--- config.mk ---
export PLATFORM = sky130hd
export DESIGN_NAME = demux4_deser
export DESIGN_NICKNAME = d
export VERILOG_FILES = /design/src/rtl/demux4_pkg.sv /design/src/rtl/demux4_lane.sv /design/src/rtl/demux4_deser.sv
export SDC_FILE = /design/constraint.sdc
export NUM_CORES = 1
export LEC_CHECK = 0
export BUFFER_PORTS_ARGS = -buffer_cell sky130_fd_sc_hd__clkbuf_2
export CORE_MARGIN = 4
export CORE_UTILIZATION = 63
export CTS_BUF_LIST = sky130_fd_sc_hd__clkbuf_8
export DETAILED_ROUTE_END_ITERATION = 6
export PLACE_DENSITY = 0.82
export RECOVER_POWER = 100
export SLEW_MARGIN = 20
export SYNTH_ARGS = -nofsm -noshare
export SYNTH_HDL_FRONTEND = slang
export SYNTH_HIERARCHICAL = 1
export SYNTH_SLANG_ARGS = --single-unit
--- constraint.sdc ---
create_clock -name clk -period 2.7 [get_ports clk]
set_input_delay 0 -clock clk [delete_from_list [all_inputs] [get_ports clk]]
set_output_delay 0 -clock clk [all_outputs]
set_load 0.02 [all_outputs]
--- src/rtl/demux4_pkg.sv ---
// demux4 shared definitions.
// Channel count, default word width, counter sizing.
package demux4_pkg;

  localparam int NUM_CH = 4;
  localparam int DATA_W_DEF = 8;

  // Bits needed to count 0..w-1, i.e. ceil(log2(w)).
  function automatic int cnt_w(input int w);
    int r;
    r = 0;
    for (int i = 0; i < 32; i++) begin
      if ((1 << i) < w) r = i + 1;
    end
    return r;
  endfunction

endpackage

--- src/rtl/demux4_lane.sv ---
// demux4 lane: serial assembly into a one-word
// holding register with valid/ready and sticky overflow.
module demux4_lane
  import demux4_pkg::*;
#(
  parameter int DATA_W = DATA_W_DEF
) (
  input  logic              clk,
  input  logic              rst_n,
  input  logic              en,
  input  logic              d,
  input  logic              ready,
  input  logic              ovf_clr,
  output logic [DATA_W-1:0] data,
  output logic              valid,
  output logic              ovf
);

  localparam int CW = cnt_w(DATA_W);

  logic [DATA_W-2:0] sh;
  logic [CW-1:0]     cnt;
  logic [DATA_W-1:0] word;
  logic              last;
  logic              take;
  logic              load;
  logic              drop;

  assign word = {sh, d};
  assign last = en && (cnt == CW'(DATA_W - 1));
  assign take = valid && ready;
  assign load = last && (!valid || take);
  assign drop = last && valid && !ready;

  // Shift the routed bit in MSB-first and count it.
  always_ff @(posedge clk or negedge rst_n) begin
    if (!rst_n) begin
      sh  <= '0;
      cnt <= '0;
    end else if (en) begin
      sh  <= word[DATA_W-2:0];
      cnt <= last ? '0 : cnt + 1'b1;
    end
  end

  // Holding register; a fresh load wins over consumption.
  always_ff @(posedge clk or negedge rst_n) begin
    if (!rst_n) begin
      data  <= '0;
      valid <= 1'b0;
    end else if (load) begin
      data  <= word;
      valid <= 1'b1;
    end else if (take) begin
      valid <= 1'b0;
    end
  end

  // Sticky overflow; a new overflow beats the clear.
  always_ff @(posedge clk or negedge rst_n) begin
    if (!rst_n) begin
      ovf <= 1'b0;
    end else if (drop) begin
      ovf <= 1'b1;
    end else if (ovf_clr) begin
      ovf <= 1'b0;
    end
  end

endmodule

--- src/rtl/demux4_deser.sv ---
// demux4 top: one-hot select decode of {s0,s1}
// feeding four independent assembly lanes.
module demux4_deser
  import demux4_pkg::*;
#(
  parameter int DATA_W = DATA_W_DEF
) (
  input  logic                       clk,
  input  logic                       rst_n,
  input  logic                       d,
  input  logic                       s0,
  input  logic                       s1,
  input  logic                       d_valid,
  output logic [NUM_CH*DATA_W-1:0]   ch_data,
  output logic [NUM_CH-1:0]          ch_valid,
  input  logic [NUM_CH-1:0]          ch_ready,
  output logic [NUM_CH-1:0]          ch_ovf,
  input  logic                       ovf_clr
);

  logic [NUM_CH-1:0] en;

  // Only the addressed lane sees a qualified bit.
  always_comb begin
    en = '0;
    unique case ({s0, s1})
      2'b00: en[0] = d_valid;
      2'b01: en[1] = d_valid;
      2'b10: en[2] = d_valid;
      2'b11: en[3] = d_valid;
      default: en = '0;
    endcase
  end

  for (genvar k = 0; k < NUM_CH; k++) begin : g_lane
    demux4_lane #(
      .DATA_W(DATA_W)
    ) u_lane (
      .clk    (clk),
      .rst_n  (rst_n),
      .en     (en[k]),
      .d      (d),
      .ready  (ch_ready[k]),
      .ovf_clr(ovf_clr),
      .data   (ch_data[k*DATA_W +: DATA_W]),
      .valid  (ch_valid[k]),
      .ovf    (ch_ovf[k])
    );
  end

endmodule

# [Word level (Yosys, flattened, before mapping)]
# Cells that the tools add are included.
[word_totals] ff_bits=196 output_inout_bits=40 word_cells=93
[classes] add_sub_neg=4 eq_ne=7 n_mux=21 reduce_logical=41
[ops] operator="adder 32 x 1 -> 32 bit (second input constant)" count=4
[ops] operator="equality test 32 x 3 -> 1 bit (second input constant)" count=4
[ops] operator="2-to-1 mux 32 bit" count=4
[ops] operator="logical AND 1 bit" count=20
[ops] operator="2-to-1 mux 1 bit" count=17
[ops] operator="nonzero test 2 bit" count=8
[ops] operator="zero test 1 bit" count=8
[ops] operator="equality test 2 bit (second input constant)" count=2
[ops] operator="logical OR 1 bit" count=4
[ops] operator="equality test 2 x 1 -> 1 bit (second input constant)" count=1
[ops] operator="zero test 2 bit" count=1

# [Longest topological paths before layout]
# Gate-level depths: netlist of the first run.
[logic_depth] ltp_word=6 mapped_depth=6

# [Modules after synthesis]
# Netlist of the first run, hierarchy kept.
[modules_own_cells] mod="demux4_lane at g_lane[0].u_lane ..." instances=3 cells_per_inst=198 area_per_inst_um2=2288.4 seq_area_each_um2=1226.2
[modules_own_cells] mod="demux4_lane at g_lane[1].u_lane" instances=1 cells_per_inst=188 area_per_inst_um2=2203.4 seq_area_each_um2=1226.2
[modules_own_cells] mod="demux4_deser" instances=1 cells_per_inst=4 area_per_inst_um2=37.5 seq_area_each_um2=0.0

# [Worst setup path after synthesis of the first run]
# OpenSTA, ideal clock, no wires.
[synth_path] kind="register to register" startpoint="reg g_lane[2].u_lane.cnt[21]" endpoint="reg g_lane[2].u_lane.data[0]" setup_ns=0.125 t_arrival_ns=2.120 required_time_ns=2.575 path_slack_ns=0.456 stages_incl_launch_ff=5 path_buffers=0 path_cell_list="dfrtp_1 -> or4_1 -> or4_4 -> nor4b_4 -> mux2_2"
[synth_via] elab_chain_len=3
[synth_lines] item="start: declaration" line="demux4_lane.sv:22" text="logic [CW-1:0] cnt;"
[synth_lines] item="start signal: assignment" line="demux4_lane.sv:42" text="cnt <= last ? '0 : cnt + 1'b1;"
[synth_lines] item="equality test 32 x 3 -> 1 bit" line="demux4_lane.sv:30" text="assign last = en && (cnt == CW'(DATA_W - 1));"
[synth_lines] item="logical AND 1 bit" line="demux4_lane.sv:30"
[synth_lines] item="logical AND 1 bit" line="demux4_lane.sv:32" text="assign load = last && (!valid || take);"
[synth_lines] item="end signal: assignment" line="demux4_lane.sv:52" text="data <= word;"
[synth_lines] item="end: declaration" line="demux4_lane.sv:14" text="output logic [DATA_W-1:0] data,"
# No other way between the ends.
# A chain may end at the register's enable or synchronous reset.

# [Worst setup path after layout of the first run]
[layout_path] startpoint="reg g_lane[3].u_lane.cnt[0]" endpoint="reg g_lane[3].u_lane.data[2]"
[layout_via] elab_chain_len=3
[layout_lines] item="start: declaration" line="demux4_lane.sv:22"
[layout_lines] item="start signal: assignment" line="demux4_lane.sv:42"
[layout_lines] item="equality test 32 x 3 -> 1 bit" line="demux4_lane.sv:30"
[layout_lines] item="logical AND 1 bit" line="demux4_lane.sv:30"
[layout_lines] item="logical AND 1 bit" line="demux4_lane.sv:32"
[layout_lines] item="end signal: assignment" line="demux4_lane.sv:52"
[layout_lines] item="end: declaration" line="demux4_lane.sv:14"
# No other way between the ends.

==> impl_results.html, run 1 <==
<table>
<tr><th>Metric</th><th>Value</th></tr>
<tr><th colspan="2">Run status</th></tr>
<tr><td>Status</td><td>finished with violations</td></tr>
<tr><td>Violations in the final reports</td><td>max-capacitance violations, max-slew violations</td></tr>
<tr><th colspan="2">Clocking</th></tr>
<tr><td>Clk sinks</td><td>196</td></tr>
<tr><td>Clock buffer count from CTS</td><td>17</td></tr>
<tr><td>Cell chosen for the clock root</td><td>sky130_fd_sc_hd__clkbuf_8</td></tr>
<tr><td>Clock tree from TritonCTS</td><td>built</td></tr>
<tr><td>Clock latency reported for the late side of the worst-skew pair</td><td>0.46 ns</td></tr>
<tr><td>Largest buffer count on any clock path</td><td>2</td></tr>
<tr><td>Clk slew on worst S/H paths</td><td>0.10 ns</td></tr>
<tr><td>Post-cts repair resize count</td><td>0</td></tr>
<tr><td>CTS H-tree lvls</td><td>4</td></tr>
<tr><td>Post-CTS Setup Bufs</td><td>0</td></tr>
<tr><th colspan="2">Place</th></tr>
<tr><td>Cell total after placement</td><td>1001</td></tr>
<tr><td>Setup slack at placement</td><td>0.237 ns</td></tr>
<tr><td>Weighted congestion reported at the end of routability-driven placement</td><td>0.944</td></tr>
<tr><td>Placed wire-length estimate</td><td>13800 um</td></tr>
<tr><td>Area after detailed placement</td><td>9570 um^2</td></tr>
<tr><td>Port-buffer cells</td><td>50</td></tr>
<tr><th colspan="2">Logic synthesis</th></tr>
<tr><td>Sequential-to-total area share from yosys stat</td><td>0.539</td></tr>
<tr><td>Number of synthesized register bits</td><td>196</td></tr>
<tr><td>Area leader, netlist</td><td>sky130_fd_sc_hd__dfrtp_1</td></tr>
<tr><td>Share of flip-flops with an asynchronous set or reset</td><td>1.00</td></tr>
<tr><td>Main flop type after synthesis</td><td>sky130_fd_sc_hd__dfrtp_1</td></tr>
<tr><td>Synth Warn #</td><td>6</td></tr>
<tr><td>Area share of the largest cell type after synthesis</td><td>0.539</td></tr>
<tr><td>Number of enable-type register cells in the synthesized netlist</td><td>0</td></tr>
<tr><td>Distinct cell type count after synthesis</td><td>39</td></tr>
<tr><td>Mapped cell area</td><td>9110 um^2</td></tr>
<tr><td>Synth area leaders</td><td>sky130_fd_sc_hd__dfrtp_1 54%, sky130_fd_sc_hd__mux2_2 7.4%, sky130_fd_sc_hd__xnor2_1 7.0%</td></tr>
<tr><td>Post-synthesis instance total</td><td>786</td></tr>
<tr><td>Post-synthesis net count</td><td>801</td></tr>
<tr><td>Average footprint of a synthesized cell</td><td>11.6 um^2</td></tr>
<tr><th colspan="2">Worst setup path</th></tr>
<tr><td>Capturing element type of the critical path</td><td>flop</td></tr>
<tr><td>Type of the worst setup path</td><td>flop to flop</td></tr>
<tr><td>CP startpoint kind</td><td>flop</td></tr>
<tr><td>Worst Path Required</td><td>3.05 ns</td></tr>
<tr><td>Maximum fanout encountered on the critical timing path</td><td>8</td></tr>
<tr><td>CP arrival</td><td>2.87 ns</td></tr>
<tr><th colspan="2">STA</th></tr>
<tr><td>Final total negative setup slack</td><td>0 ns</td></tr>
<tr><td>Final count of hold timing violations</td><td>0</td></tr>
<tr><td>Min Clock Period, post-route</td><td>2.52 ns</td></tr>
<tr><td>Unrepaired setup endpoints after global routing</td><td>false</td></tr>
<tr><td>Worst setup slack after layout</td><td>0.185 ns</td></tr>
<tr><td>Fin Clk Skew</td><td>0.0110 ns</td></tr>
<tr><td>Share of the clock period used by the worst path</td><td>0.932</td></tr>
<tr><td>Fmax</td><td>398 MHz</td></tr>
<tr><td>Slew headroom</td><td>-0.278</td></tr>
<tr><td>Hold WS</td><td>0.114 ns</td></tr>
<tr><td>Slew at the pin closest to its max-slew limit</td><td>1.92 ns</td></tr>
<tr><td>Setup violators final</td><td>0</td></tr>
<tr><td>Final count of pins violating max slew</td><td>80</td></tr>
<tr><th colspan="2">Floorplan</th></tr>
<tr><td>Site Rows</td><td>43</td></tr>
<tr><td>Die W</td><td>128 um</td></tr>
<tr><td>Die area</td><td>16400 um^2</td></tr>
<tr><td>Area of the core</td><td>14000 um^2</td></tr>
<tr><td>Die outline height</td><td>128 um</td></tr>
<tr><td>Ports</td><td>51</td></tr>
<tr><td>Effective utilization at floorplan</td><td>0.648</td></tr>
<tr><th colspan="2">Run</th></tr>
<tr><td>Max-cap violations</td><td>1</td></tr>
<tr><th colspan="2">Cells and area</th></tr>
<tr><td>Final design instance area without fill</td><td>9920 um^2</td></tr>
<tr><td>Area growth from synthesis to final layout</td><td>8.94%</td></tr>
<tr><td>Number of antenna repair diodes</td><td>0</td></tr>
<tr><td>Final standard cell count with taps included and fillers excluded</td><td>1039</td></tr>
<tr><td>Count of fill cells added during filler insertion</td><td>1023</td></tr>
<tr><td>Total number of nets in the final design</td><td>864</td></tr>
<tr><td>Proportion of layout cells with a drive suffix above 1</td><td>0.142</td></tr>
<tr><th colspan="2">Global routing</th></tr>
<tr><td>Number of antenna violations at the first check in global routing</td><td>0</td></tr>
<tr><td>GRT Overall Usage</td><td>0.253</td></tr>
<tr><td>Largest net degree at the start of global routing</td><td>80</td></tr>
<tr><td>Via count of the first global-routing pass</td><td>6671</td></tr>
<tr><td>Global-route wire length before repair</td><td>33300 um</td></tr>
<tr><td>Grt ovf</td><td>0</td></tr>
<tr><th colspan="2">Route</th></tr>
<tr><td>Detailed-router iteration count before antenna repair</td><td>5</td></tr>
<tr><td>Initial detailed-routing violation count</td><td>710</td></tr>
<tr><td>Remaining antenna violation count after routing</td><td>0</td></tr>
<tr><td>Vias per cell</td><td>6.30</td></tr>
<tr><td>Via Count</td><td>6543</td></tr>
<tr><td>Final routed DRC violation total</td><td>0</td></tr>
<tr><td>Detailed Route WL</td><td>19600 um</td></tr>
<tr><td>Mean routed wirelength per cell</td><td>18.9 um</td></tr>
<tr><th colspan="2">Power and ir drop</th></tr>
<tr><td>Static leakage</td><td>4.58 nW</td></tr>
<tr><td>Power density of the placed cells</td><td>595 nW/um^2</td></tr>
<tr><td>Peak supply drop</td><td>522 uV</td></tr>
<tr><th colspan="2">Min path</th></tr>
<tr><td>Path class of the lowest-slack min-delay path</td><td>input port to flop</td></tr>
</table>
## cells in the final DEF, fill, tap and decap left out, types with 3 or more instances in the layout
master	netlist	layout
sky130_fd_sc_hd__nor4b_1	8	8
sky130_fd_sc_hd__inv_1	12	13
sky130_fd_sc_hd__and2_1	10	7
sky130_fd_sc_hd__xor2_1	47	47
sky130_fd_sc_hd__dlygate4sd3_1	0	9
sky130_fd_sc_hd__clkbuf_1	19	48
sky130_fd_sc_hd__nor2_1	15	15
sky130_fd_sc_hd__nand4b_1	3	3
sky130_fd_sc_hd__and3_1	23	23
sky130_fd_sc_hd__and2_0	0	3
sky130_fd_sc_hd__a21o_1	3	3
sky130_fd_sc_hd__xnor2_1	73	73
sky130_fd_sc_hd__and4_1	16	16
sky130_fd_sc_hd__nor4b_4	4	4
sky130_fd_sc_hd__clkinv_2	0	3
sky130_fd_sc_hd__and3_2	8	8
sky130_fd_sc_hd__o22ai_1	4	4
sky130_fd_sc_hd__nand4_1	49	49
sky130_fd_sc_hd__clkbuf_4	0	3
sky130_fd_sc_hd__or4_1	6	10
sky130_fd_sc_hd__mux2_2	60	60
sky130_fd_sc_hd__clkbuf_8	0	19
sky130_fd_sc_hd__nand2b_1	7	7
sky130_fd_sc_hd__nor4_1	60	60
sky130_fd_sc_hd__or4_2	4	4
sky130_fd_sc_hd__nor2b_1	10	10
sky130_fd_sc_hd__ha_1	4	4
sky130_fd_sc_hd__nor3_1	19	20
sky130_fd_sc_hd__a31o_2	4	4
sky130_fd_sc_hd__nand2_1	49	49
sky130_fd_sc_hd__dfrtp_1	196	196
sky130_fd_sc_hd__nand3_1	52	52
sky130_fd_sc_hd__clkbuf_2	3	8
## layer usage
metal / wire length (um) / vias up / share of wire / global-route usage
met5: 0 / - / 0 / 0
met4: 436 / 0 / 0.022 / 0.0943
met3: 983 / 44 / 0.050 / 0.0521
met2: 9800 / 227 / 0.50 / 0.409
met1: 8370 / 3266 / 0.43 / 0.339
li1: - / 3006 / - / -
## cell type report
type	instances	area [um^2]	area share
inverter	12	45.0	0.00454
tap	180	225	0.0227
multi-input combinational	552	4030	0.406
clock buffer	19	262	0.0264
timing repair buffer	70	348	0.0351
clock inverter	10	111	0.0112
sequential	196	4900	0.494
## worst max-delay path, stage by stage, from the launching register on
cell and delay (ns):
sky130_fd_sc_hd__dfrtp_1 0.46, sky130_fd_sc_hd__ha_1 0.26, sky130_fd_sc_hd__nand2_1 0.18, sky130_fd_sc_hd__or4_1 0.55, sky130_fd_sc_hd__nor4b_4 0.54, sky130_fd_sc_hd__mux2_2 0.41
## sequential cells by signal, indices dropped and copies added, names as in the netlist
register	flops
g_lane.u_lane/sh	28
g_lane.u_lane/cnt	128
g_lane.u_lane/ovf	4
g_lane.u_lane/valid	4
g_lane.u_lane/data	32
## through the flow
stage	util	power, mW
detailed placement	0.681	4.11
CTS	0.714	5.94
finish	0.706	5.90
floorplan	-	3.89
global placement	0.681	4.04
global route	0.706	6.18
## power by group
group | leakage [nW] | switching (mW) | total, mW | internal, mW
Clock | 0.190 | 0.978 | 1.83 | 0.851
Sequential | 2.64 | 0.294 | 3.49 | 3.20
Combinational | 1.75 | 0.258 | 0.577 | 0.319
Total | 4.58 | 1.53 | 5.90 | 4.37
## cells by family after synthesis
family | after synthesis | share of synthesized area
xor gates and xnor gates | 120 | 0.115
and+or+nand+nor | 355 | 0.239
muxes | 60 | 0.0742
DFF | 196 | 0.539
buffers and inverters | 38 | 0.0166
AOI/OAI and AO/OA | 13 | 0.0106
adders and majority gates | 4 | 0.00550
## synth_stat cells (6+ instances only)
library cell,count
sky130_fd_sc_hd__and3_2,8
sky130_fd_sc_hd__mux2_2,60
sky130_fd_sc_hd__nor4_1,60
sky130_fd_sc_hd__and2_1,10
sky130_fd_sc_hd__and4_1,16
sky130_fd_sc_hd__nand2_1,49
sky130_fd_sc_hd__nand2b_1,7
sky130_fd_sc_hd__xor2_1,47
sky130_fd_sc_hd__xnor2_1,73
sky130_fd_sc_hd__and3_1,23
sky130_fd_sc_hd__or4_1,6
sky130_fd_sc_hd__dfrtp_1,196
sky130_fd_sc_hd__nand3_1,52
sky130_fd_sc_hd__nor3_1,19
sky130_fd_sc_hd__nor2_1,15
sky130_fd_sc_hd__nor4b_1,8
sky130_fd_sc_hd__nor2b_1,10
sky130_fd_sc_hd__inv_1,12
sky130_fd_sc_hd__nand4_1,49
sky130_fd_sc_hd__clkbuf_1,19
## path summary, 6_finish.rpt
path,cells after the start,start,endpoint,slack [ns]
setup reg to reg,5,g_lane[3].u_lane/cnt[0],g_lane[3].u_lane/data[2],0.18
max in group asynchronous,3,rst_n,g_lane[3].u_lane/cnt[3],0.54
setup / recovery,5,g_lane[3].u_lane/cnt[0],g_lane[3].u_lane/data[2],0.18
hold / removal,4,d_valid,g_lane[0].u_lane/cnt[2],0.11
hold reg to reg,1,g_lane[1].u_lane/cnt[31],g_lane[1].u_lane/cnt[31],0.48
min in group asynchronous,2,rst_n,g_lane[1].u_lane/cnt[18],0.58
## timing repair
action                                 4_1_cts  5_1_grt
endpoints found under the hold margin       93        0
hold buffers                                 9        0
setup endpoints to repair                    0        0
Note: power is estimated with default switching activity, not from simulation.
==> run 2, diff against run 1 <==
CORE_UTILIZATION = 65   (was 63)
PLACE_DENSITY = 0.84   (was 0.82)
clock period = 3 ns   (was 2.7 ns; I/O delays follow)
==> run 2 against run 1 <==
- the flow still finishes with violations (max-capacitance violations, max-slew violations)
- die area is 2.9% lower
- via count increased by 1.8%
- sequential share of layout area shrank 0.20 points
- sequential power is 10% lower
- core utilization grew 3.1 points
- global-route usage up 0.90 points
- clock skew down 0.0020 ns
- combinational power fell by 8.8%
- clock-buffer cell count is the same
- critical path depth grew 3
==> impl_results.html, run 2 (same netlist as run 1, synthesis figures left out) <==
<table>
<tr><th>Metric</th><th>Value</th></tr>
<tr><th colspan="2">Run status</th></tr>
<tr><td>Status</td><td>finished with violations</td></tr>
<tr><td>Violations in the final reports</td><td>max-capacitance violations, max-slew violations</td></tr>
<tr><th colspan="2">Global routing</th></tr>
<tr><td>Via count of the first global-routing pass</td><td>6700</td></tr>
<tr><td>Number of antenna violations at the first check in global routing</td><td>0</td></tr>
<tr><td>GRT Overall Usage</td><td>0.262</td></tr>
<tr><td>Global-route wire length before repair</td><td>34200 um</td></tr>
<tr><td>Largest net degree at the start of global routing</td><td>93</td></tr>
<tr><td>Grt ovf</td><td>0</td></tr>
<tr><th colspan="2">Floorplan</th></tr>
<tr><td>Area of the core</td><td>13500 um^2</td></tr>
<tr><td>Site Rows</td><td>42</td></tr>
<tr><td>Effective utilization at floorplan</td><td>0.674</td></tr>
<tr><td>Die outline height</td><td>126 um</td></tr>
<tr><td>Die W</td><td>126 um</td></tr>
<tr><td>Die area</td><td>16000 um^2</td></tr>
<tr><td>Ports</td><td>51</td></tr>
<tr><th colspan="2">Cells and area</th></tr>
<tr><td>Most common library cell in the layout ignoring fill and taps</td><td>sky130_fd_sc_hd__dfrtp_1</td></tr>
<tr><td>Proportion of layout cells with a drive suffix above 1</td><td>0.147</td></tr>
<tr><td>Area growth from synthesis to final layout</td><td>9.38%</td></tr>
<tr><td>Final standard cell count with taps included and fillers excluded</td><td>1038</td></tr>
<tr><td>Most used cells in the layout excluding fill and tap cells</td><td>196 x sky130_fd_sc_hd__dfrtp_1, 73 x sky130_fd_sc_hd__xnor2_1, 60 x sky130_fd_sc_hd__nor4_1, 60 x sky130_fd_sc_hd__mux2_2, 52 x sky130_fd_sc_hd__nand3_1</td></tr>
<tr><td>Number of antenna repair diodes</td><td>0</td></tr>
<tr><td>Total number of nets in the final design</td><td>864</td></tr>
<tr><td>Biggest regs</td><td>g_lane.u_lane/cnt: 128 flops, g_lane.u_lane/data: 32 flops, g_lane.u_lane/sh: 28 flops</td></tr>
<tr><td>Largest register by flop count</td><td>g_lane.u_lane/cnt</td></tr>
<tr><td>Number of flip-flops under the largest register name</td><td>128</td></tr>
<tr><th colspan="2">Route</th></tr>
<tr><td>Initial detailed-routing violation count</td><td>866</td></tr>
<tr><td>Detailed-router iteration count before antenna repair</td><td>5</td></tr>
<tr><td>Final routed DRC violation total</td><td>0</td></tr>
<tr><td>Mean routed wirelength per cell</td><td>19.0 um</td></tr>
<tr><td>Vias per cell</td><td>6.42</td></tr>
<tr><td>Remaining antenna violation count after routing</td><td>0</td></tr>
<tr><td>Via Count</td><td>6663</td></tr>
<tr><td>Detailed Route WL</td><td>19700 um</td></tr>
<tr><th colspan="2">Worst setup path</th></tr>
<tr><td>Worst reg-to-reg setup slack</td><td>0.26 ns</td></tr>
<tr><td>Maximum fanout encountered on the critical timing path</td><td>8</td></tr>
<tr><td>Crit-path slowest cell</td><td>sky130_fd_sc_hd__dlygate4sd3_1</td></tr>
<tr><td>Type of the worst setup path</td><td>input port to flop</td></tr>
<tr><td>RR Startpoint</td><td>g_lane[2].u_lane/cnt[0]</td></tr>
<tr><td>Capturing element type of the critical path</td><td>flop</td></tr>
<tr><td>Most frequent cell on the critical path</td><td>sky130_fd_sc_hd__dlygate4sd3_1</td></tr>
<tr><td>R2r endpoint</td><td>g_lane[2].u_lane/data[6]</td></tr>
<tr><td>Ordered cell list for the critical path</td><td>dlygate4sd3_1 -&gt; clkbuf_1 -&gt; nor3b_2 -&gt; dlygate4sd3_1 -&gt; nand2_1 -&gt; or4_1 -&gt; nor4b_4 -&gt; mux2_2</td></tr>
<tr><td>Worst Path Required</td><td>3.34 ns</td></tr>
<tr><td>Length in cells of the worst reg-to-reg path</td><td>5</td></tr>
<tr><td>Longest individual stage delay on the worst path</td><td>0.60 ns</td></tr>
<tr><td>CP startpoint kind</td><td>input port</td></tr>
<tr><td>CP arrival</td><td>3.14 ns</td></tr>
<tr><th colspan="2">Clocking</th></tr>
<tr><td>Clk slew on worst S/H paths</td><td>0.09 ns</td></tr>
<tr><td>Clock buffer count from CTS</td><td>17</td></tr>
<tr><td>Clock tree from TritonCTS</td><td>built</td></tr>
<tr><td>Clk sinks</td><td>196</td></tr>
<tr><td>CTS H-tree lvls</td><td>4</td></tr>
<tr><td>Largest buffer count on any clock path</td><td>2</td></tr>
<tr><td>Cell chosen for the clock root</td><td>sky130_fd_sc_hd__clkbuf_8</td></tr>
<tr><td>Post-cts repair resize count</td><td>0</td></tr>
<tr><td>Clock latency reported for the late side of the worst-skew pair</td><td>0.46 ns</td></tr>
<tr><td>Post-CTS Setup Bufs</td><td>0</td></tr>
<tr><th colspan="2">STA</th></tr>
<tr><td>Final count of hold timing violations</td><td>0</td></tr>
<tr><td>Unrepaired setup endpoints after global routing</td><td>false</td></tr>
<tr><td>Fin Clk Skew</td><td>0.00900 ns</td></tr>
<tr><td>Slew at the pin closest to its max-slew limit</td><td>2.26 ns</td></tr>
<tr><td>Final total negative setup slack</td><td>0 ns</td></tr>
<tr><td>Share of the clock period used by the worst path</td><td>0.934</td></tr>
<tr><td>Min Clock Period, post-route</td><td>2.80 ns</td></tr>
<tr><td>Setup violators final</td><td>0</td></tr>
<tr><td>Final count of pins violating max slew</td><td>93</td></tr>
<tr><td>Slew headroom</td><td>-0.508</td></tr>
<tr><td>Fmax</td><td>357 MHz</td></tr>
<tr><th colspan="2">Min path</th></tr>
<tr><td>Path class of the lowest-slack min-delay path</td><td>input port to flop</td></tr>
<tr><td>Hold Path Sink</td><td>g_lane[2].u_lane/cnt[2]</td></tr>
<tr><td>Worst hold path cell count</td><td>4</td></tr>
<tr><td>Start point of the worst min-delay path</td><td>d_valid</td></tr>
<tr><th colspan="2">Power and ir drop</th></tr>
<tr><td>Power density of the placed cells</td><td>544 nW/um^2</td></tr>
<tr><td>Design Power</td><td>5.42 mW</td></tr>
<tr><td>Static leakage</td><td>4.59 nW</td></tr>
<tr><td>Peak supply drop</td><td>345 uV</td></tr>
<tr><th colspan="2">Place</th></tr>
<tr><td>Placed wire-length estimate</td><td>13700 um</td></tr>
<tr><td>Cell total after placement</td><td>996</td></tr>
<tr><td>Weighted congestion reported at the end of routability-driven placement</td><td>0.912</td></tr>
<tr><td>Port-buffer cells</td><td>50</td></tr>
<tr><th colspan="2">Run</th></tr>
<tr><td>Max-cap violations</td><td>1</td></tr>
</table>
[run 2: how the worst max path moves through the flow]
stage | endpoint | start | cells after the start
after floorplan | g_lane[2].u_lane/data[0] | g_lane[2].u_lane/cnt[21] | 4
after global placement | g_lane[3].u_lane/data[1] | g_lane[3].u_lane/cnt[21] | 4
after detailed placement | g_lane[2].u_lane/data[6] | g_lane[2].u_lane/cnt[21] | 4
after CTS | g_lane[0].u_lane/data[1] | s1 | 8
after global routing | g_lane[1].u_lane/cnt[18] | rst_n | 3
final | g_lane[0].u_lane/data[1] | s1 | 8
[run 2: layout make-up]
class	instances	area [um^2]
Sequential cell	196	4900
Multi-Input combinational cell	552	4030
Clock buffer	19	262
Inverter	12	45.0
Timing Repair Buffer	70	347
Tap cell	176	220
Fill cell	896	3540
Clock inverter	13	158
[run 2: repair_timing]
action                                  4_1_cts  5_1_grt
hold buffers                                 10        0
endpoints found under the setup margin        0        0
endpoints found under the hold margin       104        0
[run 2: metrics by stage]
step,util,cell area [um^2],setup slack [ns],hold WS (ns)
global route,0.738,9960,0.0735,0.151
global placement,0.707,9550,0.629,0.0952
floorplan,-,9110,0.756,-0.296
CTS,0.746,10100,0.264,0.0896
finish,0.738,9960,0.199,0.148
detailed placement,0.707,9550,0.555,0.113
[run 2: critical path: cells and delay by family]
| kind | cells | cell delay (ns) |
|---|---|---|
| mux | 1 | 0.40 |
| buf+inv | 3 | 1.30 |
| simple gates | 4 | 1.45 |
[run 2: routing by layer]
layer	vias up	GRT usage	part of all wire	wire length, um
met4	0	0.0814	0.016	322
li1	3000	-	-	-
met5	-	0	0	0
met1	3331	0.363	0.42	8300
met2	294	0.419	0.50	9860
met3	38	0.0555	0.063	1250
[run 2: power by group]
| group | switching [mW] | internal [mW] |
|---|---|---|
| Sequential | 0.257 | 2.88 |
| Combinational | 0.239 | 0.288 |
| Clock | 0.895 | 0.864 |
| Total | 1.39 | 4.03 |
